## src/rtl/axi_rd_master_arb_mux.sv

```systemverilog
// -----------------------------------------------------------------------------
// axi_rd_master_arb_mux
//   N-master to 1-slave AXI4 read-channel multiplexer with a built-in
//   round-robin arbiter and outstanding-burst tracking.
//   A grant is registered and held for a whole tenure: the winning master may
//   issue up to MAX_OUTS ARs, and the grant is held until every RLAST for those
//   ARs has returned. R beats therefore always route back to the master that
//   issued the request, so no external grant logic is needed.
//
// Ports (s_* are flattened; master k occupies slice [k*W +: W])
//   clk, rstn          clock, asynchronous active-low reset
//   s_AR*              per-master AR payload/valid in, s_ARREADY out
//   s_R*               per-master R payload/valid out, s_RREADY in
//   m_AR*              muxed AR payload/valid out, m_ARREADY in
//   m_R*               slave-side R payload/valid in, m_RREADY out
//   grnt               one-hot current grant (0 when idle)
//   busy               arbiter not idle
//   err_unexp_r        sticky: R valid seen with nothing outstanding
// -----------------------------------------------------------------------------
module axi_rd_master_arb_mux #(
    parameter int unsigned NUM_M      = 4,
    parameter int unsigned DATA_WIDTH = 64,
    parameter int unsigned ADDR_WIDTH = 32,
    parameter int unsigned ID_WIDTH   = 8,
    parameter int unsigned USER_WIDTH = 8,
    parameter int unsigned MAX_OUTS   = 4
) (
    input  logic                        clk,
    input  logic                        rstn,
    // Master-side AR
    input  logic [NUM_M*ID_WIDTH-1:0]   s_ARID,
    input  logic [NUM_M*ADDR_WIDTH-1:0] s_ARADDR,
    input  logic [NUM_M*8-1:0]          s_ARLEN,
    input  logic [NUM_M*3-1:0]          s_ARSIZE,
    input  logic [NUM_M*2-1:0]          s_ARBURST,
    input  logic [NUM_M-1:0]            s_ARLOCK,
    input  logic [NUM_M*4-1:0]          s_ARCACHE,
    input  logic [NUM_M*3-1:0]          s_ARPROT,
    input  logic [NUM_M*4-1:0]          s_ARQOS,
    input  logic [NUM_M*4-1:0]          s_ARREGION,
    input  logic [NUM_M*USER_WIDTH-1:0] s_ARUSER,
    input  logic [NUM_M-1:0]            s_ARVALID,
    output logic [NUM_M-1:0]            s_ARREADY,
    // Master-side R
    output logic [NUM_M*ID_WIDTH-1:0]   s_RID,
    output logic [NUM_M*DATA_WIDTH-1:0] s_RDATA,
    output logic [NUM_M*2-1:0]          s_RRESP,
    output logic [NUM_M-1:0]            s_RLAST,
    output logic [NUM_M*USER_WIDTH-1:0] s_RUSER,
    output logic [NUM_M-1:0]            s_RVALID,
    input  logic [NUM_M-1:0]            s_RREADY,
    // Slave-side AR
    output logic [ID_WIDTH-1:0]         m_ARID,
    output logic [ADDR_WIDTH-1:0]       m_ARADDR,
    output logic [7:0]                  m_ARLEN,
    output logic [2:0]                  m_ARSIZE,
    output logic [1:0]                  m_ARBURST,
    output logic                        m_ARLOCK,
    output logic [3:0]                  m_ARCACHE,
    output logic [2:0]                  m_ARPROT,
    output logic [3:0]                  m_ARQOS,
    output logic [3:0]                  m_ARREGION,
    output logic [USER_WIDTH-1:0]       m_ARUSER,
    output logic                        m_ARVALID,
    input  logic                        m_ARREADY,
    // Slave-side R
    input  logic [ID_WIDTH-1:0]         m_RID,
    input  logic [DATA_WIDTH-1:0]       m_RDATA,
    input  logic [1:0]                  m_RRESP,
    input  logic                        m_RLAST,
    input  logic [USER_WIDTH-1:0]       m_RUSER,
    input  logic                        m_RVALID,
    output logic                        m_RREADY,
    // Status
    output logic [NUM_M-1:0]            grnt,
    output logic                        busy,
    output logic                        err_unexp_r
);

    localparam int GW = $clog2(NUM_M);
    localparam int CW = $clog2(MAX_OUTS + 1);

    localparam logic [1:0] ST_IDLE   = 2'd0;
    localparam logic [1:0] ST_ACTIVE = 2'd1;
    localparam logic [1:0] ST_DRAIN  = 2'd2;

    // Registered state
    logic [1:0]       r_state;
    logic [NUM_M-1:0] r_grnt;
    logic [GW-1:0]    r_gidx;
    logic [GW-1:0]    r_rr_ptr;
    logic [CW-1:0]    r_outs;
    logic [CW-1:0]    r_acc;
    logic             r_err;

    // Next-state and decode
    logic [1:0]       w_state_d;
    logic [NUM_M-1:0] w_grnt_d;
    logic [GW-1:0]    w_gidx_d;
    logic [GW-1:0]    w_rr_ptr_d;
    logic [CW-1:0]    w_outs_d;
    logic [CW-1:0]    w_acc_d;
    logic             w_active;
    logic             w_conn;
    logic             w_acc_ok;
    logic             w_req_g;
    logic             w_ar_hs;
    logic             w_rlast_hs;
    logic [GW-1:0]    w_next_ptr;
    logic [GW-1:0]    w_pick;
    logic [GW-1:0]    w_pick_hi;
    logic [GW-1:0]    w_pick_lo;
    logic             w_hi_found;

    assign w_active   = (r_state == ST_ACTIVE);
    assign w_conn     = (r_state == ST_ACTIVE) || (r_state == ST_DRAIN);
    assign w_acc_ok   = (r_acc < CW'(MAX_OUTS));
    assign w_req_g    = s_ARVALID[r_gidx];
    assign w_ar_hs    = m_ARVALID & m_ARREADY;
    assign w_rlast_hs = m_RVALID & m_RREADY & m_RLAST;
    assign w_next_ptr = (r_gidx == GW'(NUM_M - 1)) ? '0 : r_gidx + GW'(1);

    assign m_ARVALID = w_active & w_req_g & w_acc_ok;
    assign m_RREADY  = w_conn & s_RREADY[r_gidx];

    assign grnt        = r_grnt;
    assign busy        = (r_state != ST_IDLE);
    assign err_unexp_r = r_err;

    // Round-robin pick: lowest requester at or above rr_ptr, otherwise the
    // lowest requester overall (wrap-around). Descending scan keeps the lowest.
    always_comb begin
        w_hi_found = 1'b0;
        w_pick_hi  = '0;
        w_pick_lo  = '0;
        for (int k = int'(NUM_M) - 1; k >= 0; k--) begin
            if (s_ARVALID[k]) begin
                w_pick_lo = GW'(k);
                if (k >= int'(r_rr_ptr)) begin
                    w_pick_hi  = GW'(k);
                    w_hi_found = 1'b1;
                end
            end
        end
        w_pick = w_hi_found ? w_pick_hi : w_pick_lo;
    end

    // Outstanding-burst counter; a simultaneous accept and last beat cancel.
    // The decrement is guarded so a stray RLAST cannot wrap the counter.
    always_comb begin
        w_outs_d = r_outs;
        if (w_ar_hs && !w_rlast_hs) begin
            w_outs_d = r_outs + CW'(1);
        end else if (!w_ar_hs && w_rlast_hs && (r_outs != '0)) begin
            w_outs_d = r_outs - CW'(1);
        end
    end

    always_comb begin
        w_state_d  = r_state;
        w_grnt_d   = r_grnt;
        w_gidx_d   = r_gidx;
        w_rr_ptr_d = r_rr_ptr;
        w_acc_d    = r_acc;
        case (r_state)
            ST_IDLE: begin
                if (|s_ARVALID) begin
                    w_state_d = ST_ACTIVE;
                    w_gidx_d  = w_pick;
                    for (int k = 0; k < int'(NUM_M); k++) begin
                        w_grnt_d[k] = (k == int'(w_pick));
                    end
                end
            end
            ST_ACTIVE: begin
                w_acc_d = r_acc + CW'(w_ar_hs);
                if (w_acc_d == CW'(MAX_OUTS)) begin
                    w_state_d = ST_DRAIN;
                end else if (!w_req_g) begin
                    if (r_outs != '0) begin
                        w_state_d = ST_DRAIN;
                    end else begin
                        // Master withdrew without any AR in flight.
                        w_state_d  = ST_IDLE;
                        w_grnt_d   = '0;
                        w_rr_ptr_d = w_next_ptr;
                    end
                end
            end
            ST_DRAIN: begin
                if (w_outs_d == '0) begin
                    w_state_d  = ST_IDLE;
                    w_grnt_d   = '0;
                    w_rr_ptr_d = w_next_ptr;
                end
            end
            default: begin
                w_state_d = ST_IDLE;
                w_grnt_d  = '0;
            end
        endcase
        // A new tenure always starts with a clean acceptance count.
        if (w_state_d == ST_IDLE) begin
            w_acc_d = '0;
        end
    end

    always_ff @(posedge clk or negedge rstn) begin
        if (!rstn) begin
            r_state  <= ST_IDLE;
            r_grnt   <= '0;
            r_gidx   <= '0;
            r_rr_ptr <= '0;
            r_outs   <= '0;
            r_acc    <= '0;
            r_err    <= 1'b0;
        end else begin
            r_state  <= w_state_d;
            r_grnt   <= w_grnt_d;
            r_gidx   <= w_gidx_d;
            r_rr_ptr <= w_rr_ptr_d;
            r_outs   <= w_outs_d;
            r_acc    <= w_acc_d;
            if (m_RVALID && (r_outs == '0)) begin
                r_err <= 1'b1;
            end
        end
    end

    // AR payload mux and per-master ready; everything reads 0 outside ACTIVE.
    always_comb begin
        m_ARID     = '0;
        m_ARADDR   = '0;
        m_ARLEN    = '0;
        m_ARSIZE   = '0;
        m_ARBURST  = '0;
        m_ARLOCK   = 1'b0;
        m_ARCACHE  = '0;
        m_ARPROT   = '0;
        m_ARQOS    = '0;
        m_ARREGION = '0;
        m_ARUSER   = '0;
        s_ARREADY  = '0;
        for (int k = 0; k < int'(NUM_M); k++) begin
            if (w_active && (k == int'(r_gidx))) begin
                m_ARID       = s_ARID[k*ID_WIDTH +: ID_WIDTH];
                m_ARADDR     = s_ARADDR[k*ADDR_WIDTH +: ADDR_WIDTH];
                m_ARLEN      = s_ARLEN[k*8 +: 8];
                m_ARSIZE     = s_ARSIZE[k*3 +: 3];
                m_ARBURST    = s_ARBURST[k*2 +: 2];
                m_ARLOCK     = s_ARLOCK[k];
                m_ARCACHE    = s_ARCACHE[k*4 +: 4];
                m_ARPROT     = s_ARPROT[k*3 +: 3];
                m_ARQOS      = s_ARQOS[k*4 +: 4];
                m_ARREGION   = s_ARREGION[k*4 +: 4];
                m_ARUSER     = s_ARUSER[k*USER_WIDTH +: USER_WIDTH];
                s_ARREADY[k] = m_ARREADY & w_acc_ok;
            end
        end
    end

    // R demux: only the granted slice carries the slave's beat.
    always_comb begin
        s_RID    = '0;
        s_RDATA  = '0;
        s_RRESP  = '0;
        s_RLAST  = '0;
        s_RUSER  = '0;
        s_RVALID = '0;
        for (int k = 0; k < int'(NUM_M); k++) begin
            if (w_conn && (k == int'(r_gidx))) begin
                s_RID[k*ID_WIDTH +: ID_WIDTH]       = m_RID;
                s_RDATA[k*DATA_WIDTH +: DATA_WIDTH] = m_RDATA;
                s_RRESP[k*2 +: 2]                   = m_RRESP;
                s_RLAST[k]                          = m_RLAST;
                s_RUSER[k*USER_WIDTH +: USER_WIDTH] = m_RUSER;
                s_RVALID[k]                         = m_RVALID;
            end
        end
    end

endmodule
```

## config.mk

```make
export PLATFORM = sky130hd
export DESIGN_NAME = axi_rd_master_arb_mux
export DESIGN_NICKNAME = d
export VERILOG_FILES = /design/src/rtl/axi_rd_master_arb_mux.sv
export SDC_FILE = /design/constraint.sdc
export NUM_CORES = 1
export LEC_CHECK = 0
export CAP_MARGIN = 30
export CORE_AREA = 2 2 322 324
export DETAILED_ROUTE_END_ITERATION = 10
export DIE_AREA = 0 0 324 326
export MAX_ROUTING_LAYER = met4
export SYNTH_ARGS = -nofsm -noshare
export SYNTH_HDL_FRONTEND = slang
export SYNTH_SLANG_ARGS = --single-unit
```

## constraint.sdc

```tcl
create_clock -name clk -period 9.8 [get_ports clk]
set_clock_uncertainty 0.2 [all_clocks]
set_input_delay 0.98 -clock clk [delete_from_list [all_inputs] [get_ports clk]]
set_output_delay 0.98 -clock clk [all_outputs]
set_load 0.05 [all_outputs]
```

==> reports/results.txt <==
The final count of hold timing violations was 0. The flow ran to the end, and the final reports show no timing, DRC or antenna violations. Counting every instance in the synthesized netlist gives 906.

For this block, the via count after detailed routing is 10430. The tools report the number of instances resized during post-cts repair as 0. By area the synthesized netlist is led by sky130_fd_sc_hd__and3_1 37%, sky130_fd_sc_hd__o21ai_0 14%, sky130_fd_sc_hd__a221o_1 14%. The logs give 0 for the final number of setup-violating endpoints and 0 for the post-cts hold buffer count.

The clock drives 17 sinks. After clock tree synthesis, the clock-pin slew on the worst setup and hold paths is 0.05 ns. The clock latency of the later-clocked register in the worst-skew pair is 0.25 ns. Counting instances in the post-synthesis netlist gives the leading cell types as 336 x sky130_fd_sc_hd__and3_1, 157 x sky130_fd_sc_hd__o21ai_0, 120 x sky130_fd_sc_hd__clkbuf_1, 89 x sky130_fd_sc_hd__nand2_1, 78 x sky130_fd_sc_hd__a221o_1. The worst path needs 5.678 ns of the cycle, external delays included. TritonCTS built the clock tree. After routing, the total negative slack on setup checks comes to 0 ns. Class of the tightest hold or removal check: flip-flop to flip-flop.

By instance count, the leading cell after synthesis is sky130_fd_sc_hd__and3_1. For hold timing, the worst endpoint is err_unexp_r$_DFFE_PN0P_. The critical path goes through inv_1, ha_2, buf_4, nand2_1, nor2_4, buf_12, a221o_1, o21ai_0, o21ai_0, clkdlybuf4s50_1. The tool flagged a number of max-cap violations equal to 0.

The run gives 118 as the number of rows created at floorplan. The worst register-to-register path ends at r_acc[0]$_DFFE_PN0P_. The run gives 828 as the count of pins on the block boundary. The tools report the critical path startpoint category as a flip-flop. The logs give 0.8608 for the routability congestion estimate and 8.62 ns for the critical path data required time.

The number of enable-type register cells in the synthesized netlist works out to 0. The tools report the clock root buffer as sky130_fd_sc_hd__clkbuf_16. For the data arrival time at the worst-slack endpoint, the log shows 4.50 ns.

Grouping stages by cell kind, the critical path spends the most delay in buffers and inverters. In this run the post-CTS setup repair buffer count came out at 0. The cell that appears most often on the critical path is sky130_fd_sc_hd__o21ai_0. Combined flip-flop and latch cell area: 425.4 µm².

The routed design has 58470 µm of wire. Entering global routing, the biggest net connects 308 pins. The top-area cell type share of the netlist area works out to 0.3700. Counting cells, the worst reg-to-reg path comes to 14.

Detailed placement finished with a half-perimeter wire length of 48910 µm. Counting every net in the synthesized netlist gives 1322. The number of antenna violations at the first check in global routing was 34. The peak fanout along the critical path works out to 85.

The first global-routing pass estimated 75340 µm of wire. For this run the aggregate overflow at the end of global routing stands at 0. The slew at the pin closest to its max-slew limit is 1.261 ns.

The startpoint identified for the worst register-to-register timing path is r_state[1]$_DFF_PN0_. Yosys printed 0 warnings. The number of vias per cell was 3.445.

After the flow finishes, the layout carries non-filler instances totaling 3029. The total number of H-tree levels came out at 1. The core area is 0.1026 mm². After the last flow step, the layout net total stands at 2043.

Relative slew slack: 0.1596. The area of the die was 0.1056 mm². STA classifies the critical path endpoint as an output pin. Among all stages on the critical path, the largest delay is contributed by sky130_fd_sc_hd__clkdlybuf4s50_1.

The power density over the cells was 343.3 mW/mm². The first TritonRoute pass finished after 5 iterations. The sequential cell area fraction in the yosys report is 0.07489, and the effective utilization at floorplan is 0.05536. The total power after layout came out at 0.005330 W.

The multi-input logic area was 0.004768 mm². The die extent in x came out at 324 µm. The tools report the total instance count after detailed placement as 3002. The number of global-route vias before repair is 9760, and the number of input and output port buffers inserted is 827. The total leakage power is 6.259 nW.

The tools report the number of clock buffers inserted by TritonCTS as 3. The number of instances on the worst hold path works out to 1. The number of pins with negative max-slew slack in the final report was 0; the mean instance size in the synthesized netlist was 6.270 µm². Among all flip-flop cells after synthesis, the most frequent one is sky130_fd_sc_hd__dfrtp_1. For this run, the slowest stage of the critical path takes 0.96 ns.

Setup repair after global routing left no endpoint under its margin. In this run, distinct cell masters in the synthesized netlist total 43. The first routing iteration left 723 violations. The area growth from synthesis to layout is 173.3%. Launch point of the worst hold path: err_unexp_r$_DFFE_PN0P_. The count of buffering cells on the critical path with inverters included works out to 4. The fraction of layout instances using a drive strength above 1 is 0.02460, and the die height is 326 µm.

The synthesized netlist occupies a cell area of 0.005680 mm². The largest total area in the synthesized netlist belongs to sky130_fd_sc_hd__and3_1. Fraction of the cycle the final worst path needs: 0.5794. After detailed routing, the number of remaining DRC violations is 0. Number of filler instances in the final layout: 11700. The count of state elements after synthesis is 17. For this run, the top clock speed supported by timing is 176.1 MHz.

The tools report the maximum buffer depth of the clock tree as 2. The worst-case IR drop observed on VDD is 0.0003768 V. The count of nets left with antenna violations once routing finished came out at 0. The share of async-settable or async-resettable flops after synthesis was 1.000; the detail-routed net length per standard cell was 19.30 µm. The worst register-to-register path has a setup slack of 6.09 ns. The global-route total usage across every layer is 0.1026. The critical path in this run is classified as flip-flop to output pin.
area by class of cell:
| cell class | count | area share |
|---|---|---|
| diodes | 23 | 0.003708 |
| repair buffers | 842 | 0.5424 |
| multi-input cells | 751 | 0.3072 |
| inverters | 12 | 0.002902 |
| flip-flops and latches | 17 | 0.02740 |
| clock buffers | 3 | 0.004836 |
| clock inverters | 1 | 0.0003224 |
| well taps | 1380 | 0.1112 |
per-stage QoR:
| step | utilization | hold slack, ns | setup WS (ns) | area, µm² |
|---|---|---|---|---|
| final | 0.1513 | 0.3026 | 4.122 | 15520 |
| after detailed placement | 0.1499 | 0.2896 | 4.429 | 15390 |
| after CTS | 0.1507 | 0.3079 | 4.165 | 15470 |
| after global routing | 0.1511 | 0.3238 | 4.019 | 15500 |
| after floorplan | - | 0.2928 | 5.701 | 5680 |
| after global placement | 0.1497 | 0.2804 | 4.379 | 15360 |
registers in the layout (all words and copies together), names as in the netlist:
signal,flops
r_gidx,2
r_state,2
r_outs,3
err_unexp_r,1
r_rr_ptr,2
r_acc,3
grnt,4
cells in the final DEF, fill, tap and decap left out, types with 2 or more instances in the layout:
cell type,Yosys,routed
sky130_fd_sc_hd__clkdlybuf4s50_1,0,826
sky130_fd_sc_hd__and3_1,336,336
sky130_fd_sc_hd__o21ai_0,157,157
sky130_fd_sc_hd__nand2_1,89,88
sky130_fd_sc_hd__a221o_1,78,78
sky130_fd_sc_hd__diode_2,0,23
sky130_fd_sc_hd__nor2_1,20,19
sky130_fd_sc_hd__dfrtp_1,17,17
sky130_fd_sc_hd__buf_4,0,13
sky130_fd_sc_hd__inv_1,12,12
sky130_fd_sc_hd__ha_1,13,8
sky130_fd_sc_hd__a21oi_1,5,5
sky130_fd_sc_hd__mux2i_1,5,5
sky130_fd_sc_hd__a31oi_1,4,4
sky130_fd_sc_hd__mux2_2,4,4
sky130_fd_sc_hd__ha_2,0,4
sky130_fd_sc_hd__and2_4,0,3
sky130_fd_sc_hd__nor2b_1,3,3
sky130_fd_sc_hd__a21o_1,3,3
sky130_fd_sc_hd__clkbuf_16,0,3
sky130_fd_sc_hd__nand2_2,1,2
sky130_fd_sc_hd__mux4_2,2,2
sky130_fd_sc_hd__and4_1,2,2
sky130_fd_sc_hd__xor2_1,2,2
sky130_fd_sc_hd__a211o_1,2,2
sky130_fd_sc_hd__nand2b_1,2,2
sky130_fd_sc_hd__mux2_1,2,2
sky130_fd_sc_hd__buf_12,0,2
report_power, final:
| part | internal [W] | switching (W) |
|---|---|---|
| sequential | 0.0000954 | 0.0000270 |
| clock | 0.0000547 | 0.0000288 |
| combinational | 0.00162 | 0.00350 |
| total | 0.00177 | 0.00356 |
per-layer routing:
metal | track usage | share of wire | up-vias | routed length, µm
li1 | - | - | 4870 | -
met2 | 0.1636 | 0.45 | 643 | 26440
met1 | 0.1281 | 0.42 | 4868 | 24590
met3 | 0.02306 | 0.094 | 53 | 5520
met4 | 0.03100 | 0.033 | 0 | 1913
met5 | - | 0 | - | 0
worst max-delay path by stage:
stage | to | from | cells past startpoint
2_1_floorplan | m_ARADDR[29] | r_gidx[0]$_DFFE_PN0P_ | 9
3_3_place_gp | m_ARLEN[3] | r_gidx[0]$_DFFE_PN0P_ | 10
3_5_place_dp | m_ARLEN[3] | r_gidx[0]$_DFFE_PN0P_ | 10
4_1_cts | m_ARLEN[3] | r_gidx[0]$_DFFE_PN0P_ | 10
5_1_grt | m_ARLEN[3] | r_gidx[0]$_DFFE_PN0P_ | 10
6_report | m_ARLEN[3] | r_gidx[0]$_DFFE_PN0P_ | 10
kinds of logic after synthesis:
kind of cell	count (synthesis)	share of synthesized area
adder cells (fa/ha/maj)	13	0.02864
flip-flops	17	0.07489
XOR/XNOR	3	0.004626
multiplexers	13	0.02863
AND/OR/NAND/NOR	464	0.4641
buffers and inverters	138	0.09273
AO/OA/AOI/OAI	258	0.3064
Note: power is estimated with default switching activity, not from simulation.
